<file path="src/rtl/multi_cycle_alu_pkg.sv">
// Shared encodings for the multi-cycle execute stage.
// ALU function codes, branch compare types and FSM states.
package multi_cycle_alu_pkg;

  typedef enum logic [3:0] {
    FUNC_ADD = 4'h0,
    FUNC_SUB = 4'h1,
    FUNC_AND = 4'h2,
    FUNC_OR  = 4'h3,
    FUNC_XOR = 4'h4,
    FUNC_LLS = 4'h5,
    FUNC_LRS = 4'h6,
    FUNC_ARS = 4'h7
  } alu_func_e;

  typedef enum logic [1:0] {
    BRANCH_EQ = 2'd0,
    BRANCH_NE = 2'd1,
    BRANCH_LT = 2'd2,
    BRANCH_GE = 2'd3
  } branch_e;

  typedef enum logic [1:0] {
    ALU_ST_IDLE  = 2'd0,
    ALU_ST_SHIFT = 2'd1,
    ALU_ST_DONE  = 2'd2
  } alu_state_e;

  function automatic logic is_shift(
    input logic [3:0] op
  );
    return (op == FUNC_LLS) ||
           (op == FUNC_LRS) ||
           (op == FUNC_ARS);
  endfunction

endpackage

</file>
<file path="src/rtl/multi_cycle_alu_if.sv">
// Operand/result handshake bundle for the execute stage.
// slave = the ALU, master = the control/consumer side.
interface multi_cycle_alu_if #(
  parameter int DATA_WIDTH = 32
);

  logic                  in_valid;
  logic                  in_ready;
  logic [3:0]            alu_op;
  logic [1:0]            btype;
  logic                  is_branch;
  logic [DATA_WIDTH-1:0] in_a;
  logic [DATA_WIDTH-1:0] in_b;
  logic                  out_valid;
  logic                  out_ready;
  logic [DATA_WIDTH-1:0] alu_result;
  logic                  bcond;
  logic                  busy;

  modport slave (
    input  in_valid,
    input  alu_op,
    input  btype,
    input  is_branch,
    input  in_a,
    input  in_b,
    input  out_ready,
    output in_ready,
    output out_valid,
    output alu_result,
    output bcond,
    output busy
  );

  modport master (
    output in_valid,
    output alu_op,
    output btype,
    output is_branch,
    output in_a,
    output in_b,
    output out_ready,
    input  in_ready,
    input  out_valid,
    input  alu_result,
    input  bcond,
    input  busy
  );

endinterface

</file>
<file path="src/rtl/multi_cycle_alu_branch_comparator.sv">
// Combinational branch condition evaluator.
// Signed compares are done directly so a-b overflow cannot corrupt LT/GE.
module multi_cycle_alu_branch_comparator #(
  parameter int DATA_WIDTH = 32
) (
  input  logic [DATA_WIDTH-1:0] a,
  input  logic [DATA_WIDTH-1:0] b,
  input  logic [1:0]            btype,
  output logic                  bcond
);

  import multi_cycle_alu_pkg::*;

  always_comb begin
    bcond = 1'b0;
    unique case (btype)
      BRANCH_EQ: bcond = (a == b);
      BRANCH_NE: bcond = (a != b);
      BRANCH_LT: bcond = ($signed(a) < $signed(b));
      BRANCH_GE: bcond = ($signed(a) >= $signed(b));
    endcase
  end

endmodule

</file>
<file path="src/rtl/multi_cycle_alu.sv">
// Execute stage: single-cycle ALU ops, bit-serial shifts,
// branch compare, valid/ready on both sides.
module multi_cycle_alu #(
  parameter int DATA_WIDTH  = 32,
  parameter int SHAMT_WIDTH = 5
) (
  input  logic                clk,
  input  logic                reset_n,
  multi_cycle_alu_if.slave    bus
);

  import multi_cycle_alu_pkg::*;

  localparam int DW = DATA_WIDTH;
  localparam int SW = SHAMT_WIDTH;

  alu_state_e      state_q;
  alu_state_e      state_d;
  logic [3:0]      op_q;
  logic [SW-1:0]   cnt_q;
  logic [DW-1:0]   work_q;
  logic [DW-1:0]   result_q;
  logic            bcond_q;

  logic            accept;
  logic [SW-1:0]   shamt;
  logic            start_shift;
  logic            last_shift;
  logic [DW-1:0]   dp_result;
  logic            dp_bcond;
  logic            br_taken;
  logic [DW-1:0]   shift_next;

  assign accept = bus.in_valid &&
                  (state_q == ALU_ST_IDLE);
  assign shamt  = bus.in_b[SW-1:0];

  // Branches take priority over any op code.
  assign start_shift = !bus.is_branch &&
                       is_shift(bus.alu_op) &&
                       (shamt != '0);

  assign last_shift = (cnt_q == SW'(1));

  multi_cycle_alu_branch_comparator #(
    .DATA_WIDTH(DW)
  ) u_cmp (
    .a     (bus.in_a),
    .b     (bus.in_b),
    .btype (bus.btype),
    .bcond (br_taken)
  );

  always_comb begin
    dp_result = '0;
    dp_bcond  = 1'b0;
    if (bus.is_branch) begin
      dp_result = bus.in_a - bus.in_b;
      dp_bcond  = br_taken;
    end else begin
      unique case (1'b1)
        bus.alu_op == FUNC_ADD:
          dp_result = bus.in_a + bus.in_b;
        bus.alu_op == FUNC_SUB:
          dp_result = bus.in_a - bus.in_b;
        bus.alu_op == FUNC_AND:
          dp_result = bus.in_a & bus.in_b;
        bus.alu_op == FUNC_OR:
          dp_result = bus.in_a | bus.in_b;
        bus.alu_op == FUNC_XOR:
          dp_result = bus.in_a ^ bus.in_b;
        is_shift(bus.alu_op):
          dp_result = bus.in_a;
        default:
          dp_result = '0;
      endcase
    end
  end

  always_comb begin
    shift_next = work_q;
    unique case (1'b1)
      op_q == FUNC_LLS:
        shift_next = {work_q[DW-2:0], 1'b0};
      op_q == FUNC_LRS:
        shift_next = {1'b0, work_q[DW-1:1]};
      default:
        shift_next = {work_q[DW-1], work_q[DW-1:1]};
    endcase
  end

  always_comb begin
    state_d = state_q;
    unique case (state_q)
      ALU_ST_IDLE:
        if (accept)
          state_d = start_shift ? ALU_ST_SHIFT
                                : ALU_ST_DONE;
      ALU_ST_SHIFT:
        if (last_shift)
          state_d = ALU_ST_DONE;
      ALU_ST_DONE:
        if (bus.out_ready)
          state_d = ALU_ST_IDLE;
      default:
        state_d = ALU_ST_IDLE;
    endcase
  end

  always_ff @(posedge clk or negedge reset_n) begin
    if (!reset_n) begin
      state_q  <= ALU_ST_IDLE;
      op_q     <= '0;
      cnt_q    <= '0;
      work_q   <= '0;
      result_q <= '0;
      bcond_q  <= 1'b0;
    end else begin
      state_q <= state_d;
      if (accept) begin
        op_q <= bus.alu_op;
        if (start_shift) begin
          work_q  <= bus.in_a;
          cnt_q   <= shamt;
          bcond_q <= 1'b0;
        end else begin
          result_q <= dp_result;
          bcond_q  <= dp_bcond;
        end
      end else if (state_q == ALU_ST_SHIFT) begin
        work_q <= shift_next;
        cnt_q  <= cnt_q - 1'b1;
        if (last_shift)
          result_q <= shift_next;
      end
    end
  end

  assign bus.in_ready   = (state_q == ALU_ST_IDLE);
  assign bus.out_valid  = (state_q == ALU_ST_DONE);
  assign bus.busy       = (state_q != ALU_ST_IDLE);
  assign bus.alu_result = result_q;
  assign bus.bcond      = bcond_q;

endmodule

</file>
<file path="src/flat_wrapper.sv">
// flat-port wrapper written by rule: the top's interface ports become plain ports
module multi_cycle_alu_flat import multi_cycle_alu_pkg::*;
#(
  parameter int DATA_WIDTH  = 32,
  parameter int SHAMT_WIDTH = 5
)
  (clk, reset_n, bus_in_valid, bus_alu_op, bus_btype, bus_is_branch, bus_in_a, bus_in_b, bus_out_ready, bus_in_ready, bus_out_valid, bus_alu_result, bus_bcond, bus_busy);
  multi_cycle_alu_if #(.DATA_WIDTH(DATA_WIDTH)) bus_i ();
  input  logic clk;
  input  logic reset_n;
  input wire logic [$bits(bus_i.in_valid)-1:0] bus_in_valid;
  input wire logic [$bits(bus_i.alu_op)-1:0] bus_alu_op;
  input wire logic [$bits(bus_i.btype)-1:0] bus_btype;
  input wire logic [$bits(bus_i.is_branch)-1:0] bus_is_branch;
  input wire logic [$bits(bus_i.in_a)-1:0] bus_in_a;
  input wire logic [$bits(bus_i.in_b)-1:0] bus_in_b;
  input wire logic [$bits(bus_i.out_ready)-1:0] bus_out_ready;
  output wire logic [$bits(bus_i.in_ready)-1:0] bus_in_ready;
  output wire logic [$bits(bus_i.out_valid)-1:0] bus_out_valid;
  output wire logic [$bits(bus_i.alu_result)-1:0] bus_alu_result;
  output wire logic [$bits(bus_i.bcond)-1:0] bus_bcond;
  output wire logic [$bits(bus_i.busy)-1:0] bus_busy;
  assign bus_i.in_valid = bus_in_valid;
  assign bus_i.alu_op = bus_alu_op;
  assign bus_i.btype = bus_btype;
  assign bus_i.is_branch = bus_is_branch;
  assign bus_i.in_a = bus_in_a;
  assign bus_i.in_b = bus_in_b;
  assign bus_i.out_ready = bus_out_ready;
  assign bus_in_ready = bus_i.in_ready;
  assign bus_out_valid = bus_i.out_valid;
  assign bus_alu_result = bus_i.alu_result;
  assign bus_bcond = bus_i.bcond;
  assign bus_busy = bus_i.busy;
  multi_cycle_alu #(.DATA_WIDTH(DATA_WIDTH), .SHAMT_WIDTH(SHAMT_WIDTH)) u_core (.clk(clk), .reset_n(reset_n), .bus(bus_i));
endmodule
</file>
<file path="config.mk">
export PLATFORM = sky130hd
export DESIGN_NAME = multi_cycle_alu_flat
export DESIGN_NICKNAME = d
export VERILOG_FILES = /design/src/rtl/multi_cycle_alu_pkg.sv /design/src/rtl/multi_cycle_alu_if.sv /design/src/rtl/multi_cycle_alu_branch_comparator.sv /design/src/rtl/multi_cycle_alu.sv /design/src/flat_wrapper.sv
export SDC_FILE = /design/constraint.sdc
export NUM_CORES = 1
export LEC_CHECK = 0
export CAP_MARGIN = 0
export CORE_MARGIN = 2
export CORE_UTILIZATION = 45
export CTS_BUF_LIST = sky130_fd_sc_hd__clkbuf_4
export CTS_CLUSTER_DIAMETER = 100
export CTS_CLUSTER_SIZE = 8
export DETAILED_ROUTE_END_ITERATION = 16
export PLACE_DENSITY = 0.66
export SYNTH_ARGS = -nofsm -noshare
export SYNTH_HDL_FRONTEND = slang
export SYNTH_HIERARCHICAL = 1
export SYNTH_SLANG_ARGS = --single-unit
</file>
<file path="constraint.sdc">
create_clock -name clk -period 5.9 [get_ports clk]
set_clock_uncertainty 0.15 [all_clocks]
set_input_delay 0.59 -clock clk [delete_from_list [all_inputs] [get_ports clk]]
set_output_delay 0.59 -clock clk [all_outputs]
set_load 0.05 [all_outputs]
</file>
======== Yosys cells after proc, flatten, opt, wreduce, memory -nomap -nowiden ========
Index checks and enable logic that the tools add are counted.
cells by class
  add/sub/neg operators ................... 3
  $lt $le $gt $ge ......................... 2
  eq/ne operators ......................... 22
  muxes and demuxes ....................... 21
  bitwise operators ....................... 3
  reduce and logical (&&, ||, !) cells .... 16
operators with widths
  operator                                                               number
  32-bit 2-to-1 mux                                                      8
  32-bit case mux with 6 select lines                                    1
  32-bit case mux with 2 select lines                                    1
  32-bit adder                                                           1
  32-bit AND                                                             1
  32-bit equality test                                                   1
  32-bit >= comparator                                                   1
  32-bit less-than comparator                                            1
  32-bit != test                                                         1
  32-bit OR                                                              1
  32-bit subtractor                                                      1
  32-bit bitwise XOR                                                     1
  4-bit by 3-bit equality test with 1-bit output, second input constant  6
  5-bit 2-to-1 mux                                                       3
  4-bit by 2-bit equality test with 1-bit output, second input constant  2
  2-bit 2-to-1 mux                                                       4
  2-bit equality test, second input constant                             3
  2-bit != test, second input constant                                   3
  2-bit case mux with 3 select lines                                     1
  3-bit AND reduction                                                    2
  2-bit nonzero test                                                     3
  5-bit by 1-bit equality test with 1-bit output, second input constant  1
  5-bit nonzero test                                                     1
  5-bit by 1-bit subtractor with 5-bit output, second input constant     1
  other kinds (11)                                                       18
storage, ports and cells
  register bits ........................... 76
  bits of input ports ..................... 75
  output and inout port bits .............. 36
  logic and storage cells ................. 73

======== Depth between registers and ports, before layout ========
Gate-level depths: netlist (run 1).
  depth in word-level cells ............... 8
  gate-level depth with buffers ........... 13
  gate-level depth less buffers ........... 13

======== Modules after synthesis ========
Netlist (run 1), hierarchy kept.
modules (own cells, without submodules)
  module                             instances  cells each  area an instance (µm²)  seq. area each (µm²)
  multi_cycle_alu                    1          1245        8898.5                  1901.8
  multi_cycle_alu_branch_comparator  1          125         877.1                   0.0

======== Worst setup path after synthesis (run 1) ========
No wires, ideal clock.
  kind .................................... in2reg
  start ................................... in bus_in_a[16]
  end ..................................... reg u_core.result_q[30], in the netlist u_core/bus.alu_result[30]
  setup time .............................. 126 ps
  arrival time ............................ 3384 ps
  data required time ...................... 5624 ps
  slack ................................... 2240 ps
  cell stages on the path ................. 12
  path buffers ............................ 1
  cells stage by stage .................... inv_1 > ha_1 > buf_6 > or4_4 > or4_1 > a211o_1 > a21oi_2 > o22ai_2 > o41a_1 > a2111o_1 > nand3_1 > a31oi_1
on the way
  word-level cells in the longest chain between the ends .. 5
  elaborated cells between the ends (all ways) .. 6
  classes of those cells .................. add/sub (2); mux (4)
ends and longest elaborated chain
  item                                               RTL line                                                             RTL
  from (decl)                                        flat_wrapper.sv:15                                                   input wire logic [$bits(bus_i.in_a)-1:0] bus_in_a;
  32-bit subtractor or 32-bit adder (tied branches)  multi_cycle_alu.sv:58, multi_cycle_alu.sv:65, multi_cycle_alu.sv:63
  32-bit case mux with 6 select lines                multi_cycle_alu.sv:61                                                unique case (1'b1)
  32-bit 2-to-1 mux (*)                              multi_cycle_alu.sv:57                                                if (bus.is_branch) begin
  32-bit 2-to-1 mux (*)                              multi_cycle_alu.sv:122                                               if (start_shift) begin
  32-bit 2-to-1 mux (*)                              multi_cycle_alu.sv:120                                               if (accept) begin
  to (signal assigned)                               multi_cycle_alu.sv:127                                               result_q <= dp_result;
  to (signal assigned)                               multi_cycle_alu.sv:134                                               result_q <= shift_next;
  to (decl)                                          multi_cycle_alu.sv:22                                                logic [DW-1:0] result_q;
Every way passes the cells marked *; elsewhere a longest branch is shown, timed or not. The select of a mux whose other input is x is not followed.
A chain may end at the register's enable or synchronous reset.

======== Worst setup path after layout (run 1) ========
  start ................................... in bus_in_a[2]
  end ..................................... reg u_core.result_q[30], in the netlist u_core/bus.alu_result[30]
The elaborated chain is that of the path after synthesis.

==> results.toml, run 1 <==
[synth]
synth.net_count = 1585
synth_edf_count = 0
ys.flop_type = "dfrtp_1"
synth_top_area_share_pct = 19.5
synthTopCellsByArea = "dfrtp_1 (19%), ha_1 (18%), nand2_1 (7.9%)"
syn_area_um2 = 9780
ys_warn_count = 6
synth_simple_gate_area_share_pct = 20.9
synth_compound_area_share_pct = 28.3
ys_types = 74
synth_xor_area_share_pct = 4.39
syn_inst = 1370
ys_ff_latch = 76
synthArstFlopShare_pct = 100
muxShareOfSynthArea_pct = 0.512
synth_top_family_by_area = "compound AO/OA/AOI/OAI gates"
seq_area_frac_synth_pct = 19.5
avgSynthCellArea_um2 = 7.14
synthAdderAreaFrac_pct = 18.1
synth_area_leader_cell = "dfrtp_1"

[sta]
setup_slack_ps = 1410
hold_viol_final = 0
tns_ps = 0
rsz0062_at_grt = "false"
relSlewSlack_pct = 24.9
period_needed_ps = 4490
worst_pin_slew_ps = 1130
setup_viol = 0
maxSlewViolCount = 0
finalCritPeriodShare_pct = 76.1
fmax_ghz = 0.223

[placed_design]
placed_area_um2 = 11000
dp_slack_ps = 996
port_buffers = 110
gp_congestion = 1.00
hpwl_um = 25600

[drt]
wl_per_cell_um = 20.1
via_per_inst = 6.10
wl_um = 34400
drt_iter0_markers = 1189
drc = 0
drt-pass1-iter-count = 5
ant_nets = 0
vias = 10400

[setup_path]
cp_slowest_cell = "clkdlybuf4s50_1"
crit_chain = "clkdlybuf4s50_1, inv_1, ha_1, nor2b_1, o31ai_1, a31oi_1, o21ai_0, a21oi_1, o21ai_0, o21ai_0, a2111oi_0, nand3_1, a31oi_1"
path_class = "in2reg"
worst_ep_arrival_time_ps = 4720
crit_top_cell = "o21ai_0"
cp_max_fo = 8
slowest_delay_ps = 640
cp-start-kind = "input pin"
r2r_slack_ps = 2620
end_kind = "flop"
path_buf_inv = 2
critPathTopFamily = "compound AO/OA/AOI/OAI gates"
critPathRequiredTime_ps = 6130

[floorplan]
die_w_um = 151
rows = 53
dieArea_um2 = 22900
initial_core_util_pct = 46.2
core_area_um2 = 21200
die_h_um = 151
io_pins = 111

[pwr]
leakagePower_nw = 5.07
total_power_mw = 3.34
powerDensity_nw_per_um2 = 299
ir_drop_mv = 0.185

[cts]
clock-sinks = 76
cts_tree = "done"
cts_setup_buffers = 0
cts-root-buf = "clkbuf_4"
clock_path_buffers = 2
cts.htree.levels = 3
clock_latency_ps = 450
numCtsBuffers = 9
cts_resized = 0
cts_hold_buf = 0
cts.reportedPaths.clkPinSlew_ps = 130

[final_layout]
fin_util_pct = 52.8
drive_gt1_share_pct = 4.13
layout.nets = 1641
final_common_cell = "nand2_1"
final_area_um2 = 11200
mostFrequentLayoutCells = "nand2_1 (205), o21ai_0 (149), ha_1 (138)"
syn_to_final_growth_pct = 14.3

[outcome]
status = "finished, final reports clean"

[global_routing]
grt_pass1_vias = 9295
grt_usage_pct = 29.7
antenna_found_initial = 1
grt_pass1_wl_um = 52400
grt_overflow_total = 0
grt_max_degree = 77

[flow_run]
maxCapViolations = 0

[worst_hold_path]
min_path_type = "in2async"
[cells in the mapped netlist (4+ instances only)]
cell       count
a211oi_1      11
a21o_1        13
a21oi_1      102
a221o_1        4
a221oi_1      31
a22o_1         5
a22oi_1       14
a31oi_1       12
and3_1         4
buf_1         13
buf_4          4
clkbuf_1      62
dfrtp_1       76
ha_1         138
inv_1        126
mux2i_1        5
nand2_1      206
nand2b_1       5
nand3_1       49
nand4_1       18
nor2_1        92
nor2b_1       12
nor3_1        28
nor4_1         7
o2111ai_1      5
o211ai_1      17
o21a_1         5
o21ai_0      149
o21bai_1       9
o221ai_1      10
o31ai_1       15
or2_2          5
or4_1          6
xnor2_1       41
xor2_1         8
[through the flow]
step           hold slack, ps  instances
6_report                  107       1706
3_5_place_dp              311       1690
5_1_grt                   199       1706
4_1_cts                   161       1705
2_1_floorplan             144       1370
3_3_place_gp              298       1690
[sequential cells by signal, indices dropped and copies added, names as in the netlist]
register,cells
u_core/bus.alu_result,32
u_core/bus.bcond,1
u_core/cnt_q,5
u_core/op_q,4
u_core/state_q,2
u_core/work_q,32
[logic make-up (layout without fill, tap and decap cells)]
logic type | Yosys count | count (layout)
AOI/OAI and AO/OA | 437 | 437
adders and majority gates | 140 | 140
DFF | 76 | 76
muxes | 5 | 5
other | 0 | 1
and+or+nand+nor | 454 | 454
xor gates and xnor gates | 49 | 49
buffers and inverters | 209 | 269
[final timing paths]
| kind | start | end | depth (start not counted) |
|---|---|---|---|
| max | bus_in_a[2] | u_core/bus.alu_result[30] | 13 |
| min | reset_n | u_core/bus.alu_result[6] | 1 |
| max reg2reg | u_core/cnt_q[1] | u_core/bus.alu_result[30] | 11 |
| min reg2reg | u_core/bus.alu_result[22] | u_core/bus.alu_result[22] | 2 |
| max in group asynchronous | reset_n | u_core/bus.alu_result[25] | 1 |
| min in group clk | u_core/bus.alu_result[22] | u_core/bus.alu_result[22] | 2 |
[worst register-to-register path: stages, from the launching register on]
cell	delay [ps]
dfrtp_1	400
inv_1	100
ha_1	140
nor4b_1	560
nand2_1	180
a21oi_2	150
buf_4	360
nand2_1	340
nor4_1	430
o21ai_2	100
or3b_1	190
a31oi_1	70
[where the power goes]
part | leakage [nW] | switching (mW) | internal (mW)
Sequential | 0.955 | 0.187 | 0.748
Clock | 0.0760 | 0.197 | 0.130
Combinational | 4.04 | 1.37 | 0.704
Total | 5.07 | 1.76 | 1.58
[area by class of cell]
type | instances | area (um2)
clock inverter | 5 | 53.8
sequential | 76 | 1900
fill | 2109 | 9980
multi-input combinational | 1085 | 7090
timing repair buffer | 127 | 1230
clock buffer | 10 | 75.1
tap | 275 | 344
antenna | 1 | 2.50
inverter | 127 | 477
[per-layer routing]
metal,wire length (um),part of all wire [%],GRT usage [%]
met1,15500,45,44.5
met2,14300,42,43.2
met3,3730,11,5.33
met4,775,2.3,8.74
met5,0,0,0
Note: power is estimated with default switching activity, not from simulation.
==> inputs of run 2 (changes only) <==
Clock period 5.9 ns to 4.56 ns, I/O delays scaled along.
==> results.toml, run 2 (synthesized netlist as in run 1, its figures left out) <==
[floorplan]
rows = 53
die_h_um = 151
die_w_um = 151
io_pins = 111
dieArea_um2 = 22900
initial_core_util_pct = 46.2
core_area_um2 = 21200

[cts]
cts.htree.levels = 3
clock-sinks = 76
cts-root-buf = "clkbuf_4"
cts.reportedPaths.clkPinSlew_ps = 140
numCtsBuffers = 9
cts_tree = "done"
cts_resized = 0
cts_setup_buffers = 0
cts_hold_buf = 0
clock_path_buffers = 2
clock_latency_ps = 470

[sta]
hold_viol_final = 18
relSlewSlack_pct = 32.8
setup_viol = 0
rsz0062_at_grt = "false"
tns_ps = 0
period_needed_ps = 4030
worst_pin_slew_ps = 1010
whs_ps = -15.5
fmax_ghz = 0.248
maxSlewViolCount = 0
finalCritPeriodShare_pct = 88.4

[flow_run]
maxCapViolations = 0

[outcome]
status = "complete, but fails checks"
violations = "negative hold slack"

[placed_design]
hpwl_um = 26600
gp_congestion = 1.00
dp.cells = 1718
port_buffers = 110

[setup_path]
worst_ep_arrival_time_ps = 4250
r2r_cells = 9
cp-start-kind = "input pin"
path_class = "in2reg"
critPathRequiredTime_ps = 4780
end_kind = "flop"
cp_max_fo = 5

[pwr]
leakagePower_nw = 5.22
ir_drop_mv = 0.238
powerDensity_nw_per_um2 = 385
total_power_mw = 4.39

[final_layout]
multi_input_area_um2 = 7090
fillers = 2132
final_common_cell = "nand2_1"
fin_cells = 1735
syn_to_final_growth_pct = 16.7
fin_util_pct = 53.9
drive_gt1_share_pct = 5.89
layout.nets = 1669
mostFrequentLayoutCells = "nand2_1 (205), o21ai_0 (149), ha_1 (138)"
seqCellArea_um2 = 1900

[global_routing]
antenna_found_initial = 1
grt_overflow_total = 0
grt_pass1_wl_um = 54400
grt_usage_pct = 30.7
grt_max_degree = 77
grt_pass1_vias = 9604

[drt]
drt_iter0_markers = 1120
vias = 10600
via_per_inst = 6.08
drt-pass1-iter-count = 5
wl_um = 35100
wl_per_cell_um = 20.2
drc = 0
ant_nets = 0

[worst_hold_path]
min_path_type = "in2async"
[run 2: cell type report]
| type | instances | share of cell area (%) |
|---|---|---|
| multi-input combinational | 1085 | 62.1 |
| antenna | 1 | 0.0219 |
| timing repair buffer | 155 | 12.6 |
| clock buffer | 9 | 0.592 |
| tap | 275 | 3.02 |
| sequential | 76 | 16.7 |
| clock inverter | 7 | 0.801 |
| inverter | 127 | 4.18 |
[run 2: final timing paths]
path	startpoint	endpoint	slack (ps)
max	bus_in_a[0]	u_core/bus.alu_result[30]	530
min	reset_n	u_core/bus.alu_result[6]	-20
max reg2reg	u_core/cnt_q[1]	u_core/bus.alu_result[29]	1730
min reg2reg	u_core/bus.alu_result[22]	u_core/bus.alu_result[22]	330
max in group asynchronous	reset_n	u_core/work_q[12]	3630
min in group clk	u_core/bus.alu_result[22]	u_core/bus.alu_result[22]	330
[run 2: metal layers]
layer / track usage [%] / share of wire, % / vias up
met4: 7.10 / 1.7 / 0
met5: 0 / 0 / -
met2: 43.7 / 41 / 565
met3: 5.42 / 11 / 52
li1: - / - / 5008
met1: 47.4 / 46 / 4928
[run 2: through the flow]
| stage | worst slack (ps) | area, um2 |
|---|---|---|
| floorplan | 1030 | 9780 |
| global placement | 201 | 11200 |
| detailed placement | 116 | 11200 |
| CTS | 623 | 11400 |
| global route | 340 | 11400 |
| finish | 528 | 11400 |
[run 2: where the power goes]
group | switching (mW) | internal (mW)
Combinational | 1.76 | 0.930
Sequential | 0.233 | 0.968
Clock | 0.274 | 0.220
Total | 2.27 | 2.12
[run 2: worst max-delay path: stages]
cell	delay, ps
clkdlybuf4s50_1	580
inv_1	100
ha_1	240
fa_1	400
o21ba_2	230
nor4_1	390
o31ai_1	190
a211o_1	370
a21oi_2	150
o22ai_2	110
o41a_1	420
a2111o_1	440
nand3_1	90
a31oi_1	80
